$ cat src/rtl/gonso_wb_master.sv
// gonso_wb_master: single-outstanding Wishbone classic master.
// Command in, one bus cycle with ack/timeout, response out.
module gonso_wb_master #(
    parameter int unsigned TIMEOUT = 16
) (
    input  logic        clk,
    input  logic        rst_n,
    input  logic        cmd_valid,
    output logic        cmd_ready,
    input  logic        cmd_we,
    input  logic [31:0] cmd_addr,
    input  logic [31:0] cmd_data,
    input  logic [3:0]  cmd_sel,
    output logic        rsp_valid,
    input  logic        rsp_ready,
    output logic [31:0] rsp_data,
    output logic        rsp_err,
    output logic        wbm_cyc_o,
    output logic        wbm_stb_o,
    output logic        wbm_we_o,
    output logic [31:0] wbm_adr_o,
    output logic [31:0] wbm_dat_o,
    output logic [3:0]  wbm_sel_o,
    input  logic [31:0] wbm_dat_i,
    input  logic        wbm_ack_i
);

    localparam logic [1:0] S_IDLE = 2'd0;
    localparam logic [1:0] S_BUS  = 2'd1;
    localparam logic [1:0] S_RESP = 2'd2;

    localparam logic [7:0] WAIT_LAST = 8'(TIMEOUT - 1);

    logic [1:0] state;
    logic [7:0] wait_cnt;

    // Handshakes and bus strobes decode straight from the state register,
    // so stb can never appear without cyc.
    assign cmd_ready = (state == S_IDLE);
    assign rsp_valid = (state == S_RESP);
    assign wbm_cyc_o = (state == S_BUS);
    assign wbm_stb_o = (state == S_BUS);

    // Transaction FSM with request latch, wait counter and response capture.
    always_ff @(posedge clk or negedge rst_n) begin
        if (!rst_n) begin
            state     <= S_IDLE;
            wait_cnt  <= 8'd0;
            wbm_we_o  <= 1'b0;
            wbm_adr_o <= 32'h0;
            wbm_dat_o <= 32'h0;
            wbm_sel_o <= 4'h0;
            rsp_data  <= 32'h0;
            rsp_err   <= 1'b0;
        end else begin
            case (state)
                S_IDLE: begin
                    if (cmd_valid) begin
                        wbm_we_o  <= cmd_we;
                        wbm_adr_o <= cmd_addr;
                        wbm_dat_o <= cmd_data;
                        wbm_sel_o <= cmd_sel;
                        wait_cnt  <= 8'd0;
                        state     <= S_BUS;
                    end
                end
                S_BUS: begin
                    if (wbm_ack_i) begin
                        rsp_data <= wbm_we_o ? 32'h0 : wbm_dat_i;
                        rsp_err  <= 1'b0;
                        state    <= S_RESP;
                    end else if (wait_cnt == WAIT_LAST) begin
                        rsp_data <= 32'h0;
                        rsp_err  <= 1'b1;
                        state    <= S_RESP;
                    end else begin
                        wait_cnt <= wait_cnt + 8'd1;
                    end
                end
                S_RESP: begin
                    if (rsp_ready) begin
                        state <= S_IDLE;
                    end
                end
                default: begin
                    state <= S_IDLE;
                end
            endcase
        end
    end

endmodule
$ cat config.mk
export PLATFORM = sky130hd
export DESIGN_NAME = gonso_wb_master
export DESIGN_NICKNAME = d
export VERILOG_FILES = /design/src/rtl/gonso_wb_master.sv
export SDC_FILE = /design/constraint.sdc
export NUM_CORES = 1
export LEC_CHECK = 0
export CORE_ASPECT_RATIO = 1.1
export CORE_UTILIZATION = 35
export DETAILED_ROUTE_END_ITERATION = 12
export PLACE_DENSITY = 0.71
export SLEW_MARGIN = 40
export SYNTH_ARGS = -nofsm -noshare
export SYNTH_HDL_FRONTEND = slang
export SYNTH_SLANG_ARGS = --single-unit
$ cat constraint.sdc
create_clock -name clk -period 3.3 [get_ports clk]
set_clock_uncertainty 0.2 [all_clocks]
set_input_delay 0.66 -clock clk [delete_from_list [all_inputs] [get_ports clk]]
set_output_delay 0.66 -clock clk [all_outputs]
set_load 0.01 [all_outputs]
==> results.md <==
- Clk Latency, worst-skew pair: 340 ps
- Max Cap Violations: 0
- Post-synthesis xor/xnor area fraction: 0%
- Startpoint types: flip-flop
- Synthesized instance count: approximately 280
- Post-CTS Hold Buffers: 0
- Adder-cell share of the synthesized area: less than 1%
- R2R cell count: 5
- Final Hold Fails: 0
- Max-slew violation count: 0
- Period minus WS final: 2770 ps
- Status: finished, final reports clean
- RSZ-0062 raised after global routing: false
- # placed instances: between 600 and 700
- FMAX: ~360 MHz
- RD Place Congestion: ~0.76
- CTS tree: yes
- Psw: roughly 0.0020 W
- Initial Util: between 30% and 40%
- Final std cells w/o fill: roughly 650
- Largest family of logic cells by synthesized area: multiplexers
- Synth area leaders: dfrtp_1 65%, mux2_2 18%, a22o_1 6.1%
- Crit path kind: flip-flop to primary output
- Largest area contributor in the netlist: dfrtp_1
- Io pins: 212
- Seq/Total Area, Yosys: 64.91%
- Ys async rst share: 100.0%
- Global-route wire length before repair: around 17000 um
- YS warnings: 0
- Slew @ Worst Pin: roughly 540 ps
- Multiplexer share of the synthesized area: ~18%
- Comb power frac: a little under half
- Setup Total Neg Slack: 0 ps
- Residual DRC: 0
- Post-route ant nets: 0
- EDFF count, synth: 0
- Sequential power share: between 30% and 40%
- Yosys top cell area share: between 60% and 70%
- Worst Hold Class: input pin to async pin
- Placement row count: 42
- CP max stage delay: 590 ps
- Vias per cell: 4.914
- Critical Path AT: 1910 ps
- Area of the mapped netlist: between 4000 and 5000 um^2
- Worst Hold Margin: 91.23 ps
- Initial antenna violation count: 0
- Relative slew slack: about 64%
- Total wire length: 10560 um
- CP bufs+invs: 2
- Netlist cell types: 38
- Req. time, crit path: around 2400 ps
- Syn Area/Cell: approximately 15 um^2
- Peak supply drop: approximately 0.00042 V
- Die H: roughly 120 um
- Post-synthesis compound-gate area fraction: approximately a tenth
- CTS buffer count: 9
- # setup viols final: 0
- DR iter-0 viols: between 150 and 200
- Pleak: 2.874 nW
- Die Area: between 10000 and 15000 um^2
- Fillers: 1043
- Vias in the first global route: roughly 3300
- Root Buffer: clkbuf_16
- First-pass DRT Iterations: 4
- Dpl hpwl: ~7700 um
- Pwr/cell area: 932.2 nW/um^2
- Ys flop type: dfrtp_1
- Routed vias: roughly 3200
- Tcrit/Tclk final: 83.93%
- Pwr Total: approximately 0.0064 W
- Clock power share: between 10% and 20%
- Die W: 107.9 um
- Setup bufs post-CTS: 0
- CP Capture Type: primary output
- Critical path peak fanout: 10
- Total gr overflow: 0
- Tot GR Track Use: around 17%
- PostCTS Resize Cnt: 0
- IO buf count: ~210
- Sw Share: 30.79%
- Clock Pin Slew Worst Setup and Hold Paths: roughly 70 ps
- Internal: between 0.004 and 0.005 W
- Pin count of the biggest net entering global routing: about 70
- CP delay by family, top: buffers and inverters
- CP max stage cell: clkdlybuf4s50_1
- Clock Sink Count: approximately 110
- Layout cells sized above 1: 20.28%
- Nets: around 600
- CTS max path bufs: 2
- Syn_nets: 389
- Crit. path cell count: 3
- FF+latch count, synth: roughly 110
- # H-tree levels: 3
- Cell Chain, Critical Path: nand2b_1 -> clkinv_1 -> clkdlybuf4s50_1
- P&R area growth vs syn: 58.82%
- Routed WL per cell: between 15 and 20 um
- N_diodes: 0
- Core area: about 12000 um^2
- Post-Synth Simple-Gate Area: under 10%
[logic make-up after synthesis]
| logic type | count (synthesis) |
|---|---|
| DFF | 112 |
| and+or+nand+nor | 25 |
| buffers and inverters | 22 |
| muxes | 71 |
| adders and majority gates | 1 |
| AOI/OAI and AO/OA | 51 |
[cell usage after synthesis (2+ instances only)]
cell type / number
nor2_1: 4
nor3_1: 2
mux2_2: 69
and3_1: 2
a21oi_1: 4
inv_1: 5
dfrtp_1: 112
o21ai_0: 4
clkbuf_1: 3
buf_2: 7
nor4_1: 2
a31oi_1: 2
nand3_1: 4
mux2i_1: 2
buf_6: 3
a22o_1: 30
buf_4: 2
nand2_1: 2
nand2b_1: 2
a21o_1: 3
[worst register-to-register path: stages, from the launching register on]
cell	delay, ps
dfrtp_1	450
or4_4	600
nor2_4	130
o21ai_4	60
buf_4	250
a22o_1	290
[power groups by stage]
stage          combinational [W]  sequential (W)  clock, W
2_1_floorplan            0.00104         0.00270         0
3_3_place_gp             0.00299         0.00238         0
3_5_place_dp             0.00303         0.00242         0
4_1_cts                  0.00304         0.00241   0.00103
5_1_grt                  0.00319         0.00248   0.00107
6_report                 0.00300         0.00240  0.000997
[worst paths after layout]
path | start | end | slack, ps
setup / recovery | state[1] | wbm_stb_o | 530
hold / removal | rst_n | rsp_data[0] | 90
setup reg to reg | wait_cnt[4] | rsp_data[5] | 1200
hold reg to reg | rsp_data[3] | rsp_data[3] | 280
max in group asynchronous | rst_n | wbm_adr_o[8] | 2040
min in group clk | rsp_data[3] | rsp_data[3] | 280
[sequential cells by signal (all words and copies together), names as in the netlist]
register   flops
wbm_we_o       1
rsp_data      32
rsp_err        1
state          2
wbm_adr_o     32
wbm_sel_o      4
wbm_dat_o     32
wait_cnt       8
[per-stage QoR]
step / util [%] / instance area (um^2) / worst slack (ps)
final: 56.99 / 6858 / 530.2
after global routing: 56.99 / 6858 / 401.6
after CTS: 56.99 / 6858 / 487.7
after detailed placement: 54.79 / 6594 / 632.2
after global placement: 54.79 / 6594 / 655.7
after floorplan: - / 4318 / 1232
[cell type report]
cell class                 instances  area (um^2)  share of cell area, %
multi-input combinational        148         1398                  20.38
sequential                       112         2803                  40.87
timing repair buffer             216         2172                  31.67
tap                              154        192.7                  2.810
inverter                           7        28.78                 0.4196
clock buffer                      10        229.0                  3.339
clock inverter                     5        35.03                 0.5109
[cell usage in the layout (no fill, tap or decap), types with 2 or more instances in the layout]
cell             synthesis  routed
clkdlybuf4s50_1          0     210
dfrtp_1                112     112
mux2_2                  69      69
a22o_1                  30      30
clkbuf_16                0       9
inv_1                    5       5
nor2_1                   4       4
nand3_1                  4       4
o21ai_0                  4       4
a21oi_1                  4       4
clkinvlp_4               0       4
buf_4                    2       4
a21o_1                   3       3
nand2b_1                 2       2
and3_1                   2       2
nand2_1                  2       2
a31oi_1                  2       2
mux2i_1                  2       2
nor4_1                   2       2
buf_12                   0       2
[per-layer routing]
layer,part of all wire (%),GRT usage [%],vias to the layer above
li1,-,-,1448
met1,41,20.57,1578
met2,47,26.12,155
met3,9.4,5.626,23
met4,3.0,8.476,0
met5,0,0,-
No activity file was read; power rests on OpenSTA's default activity.
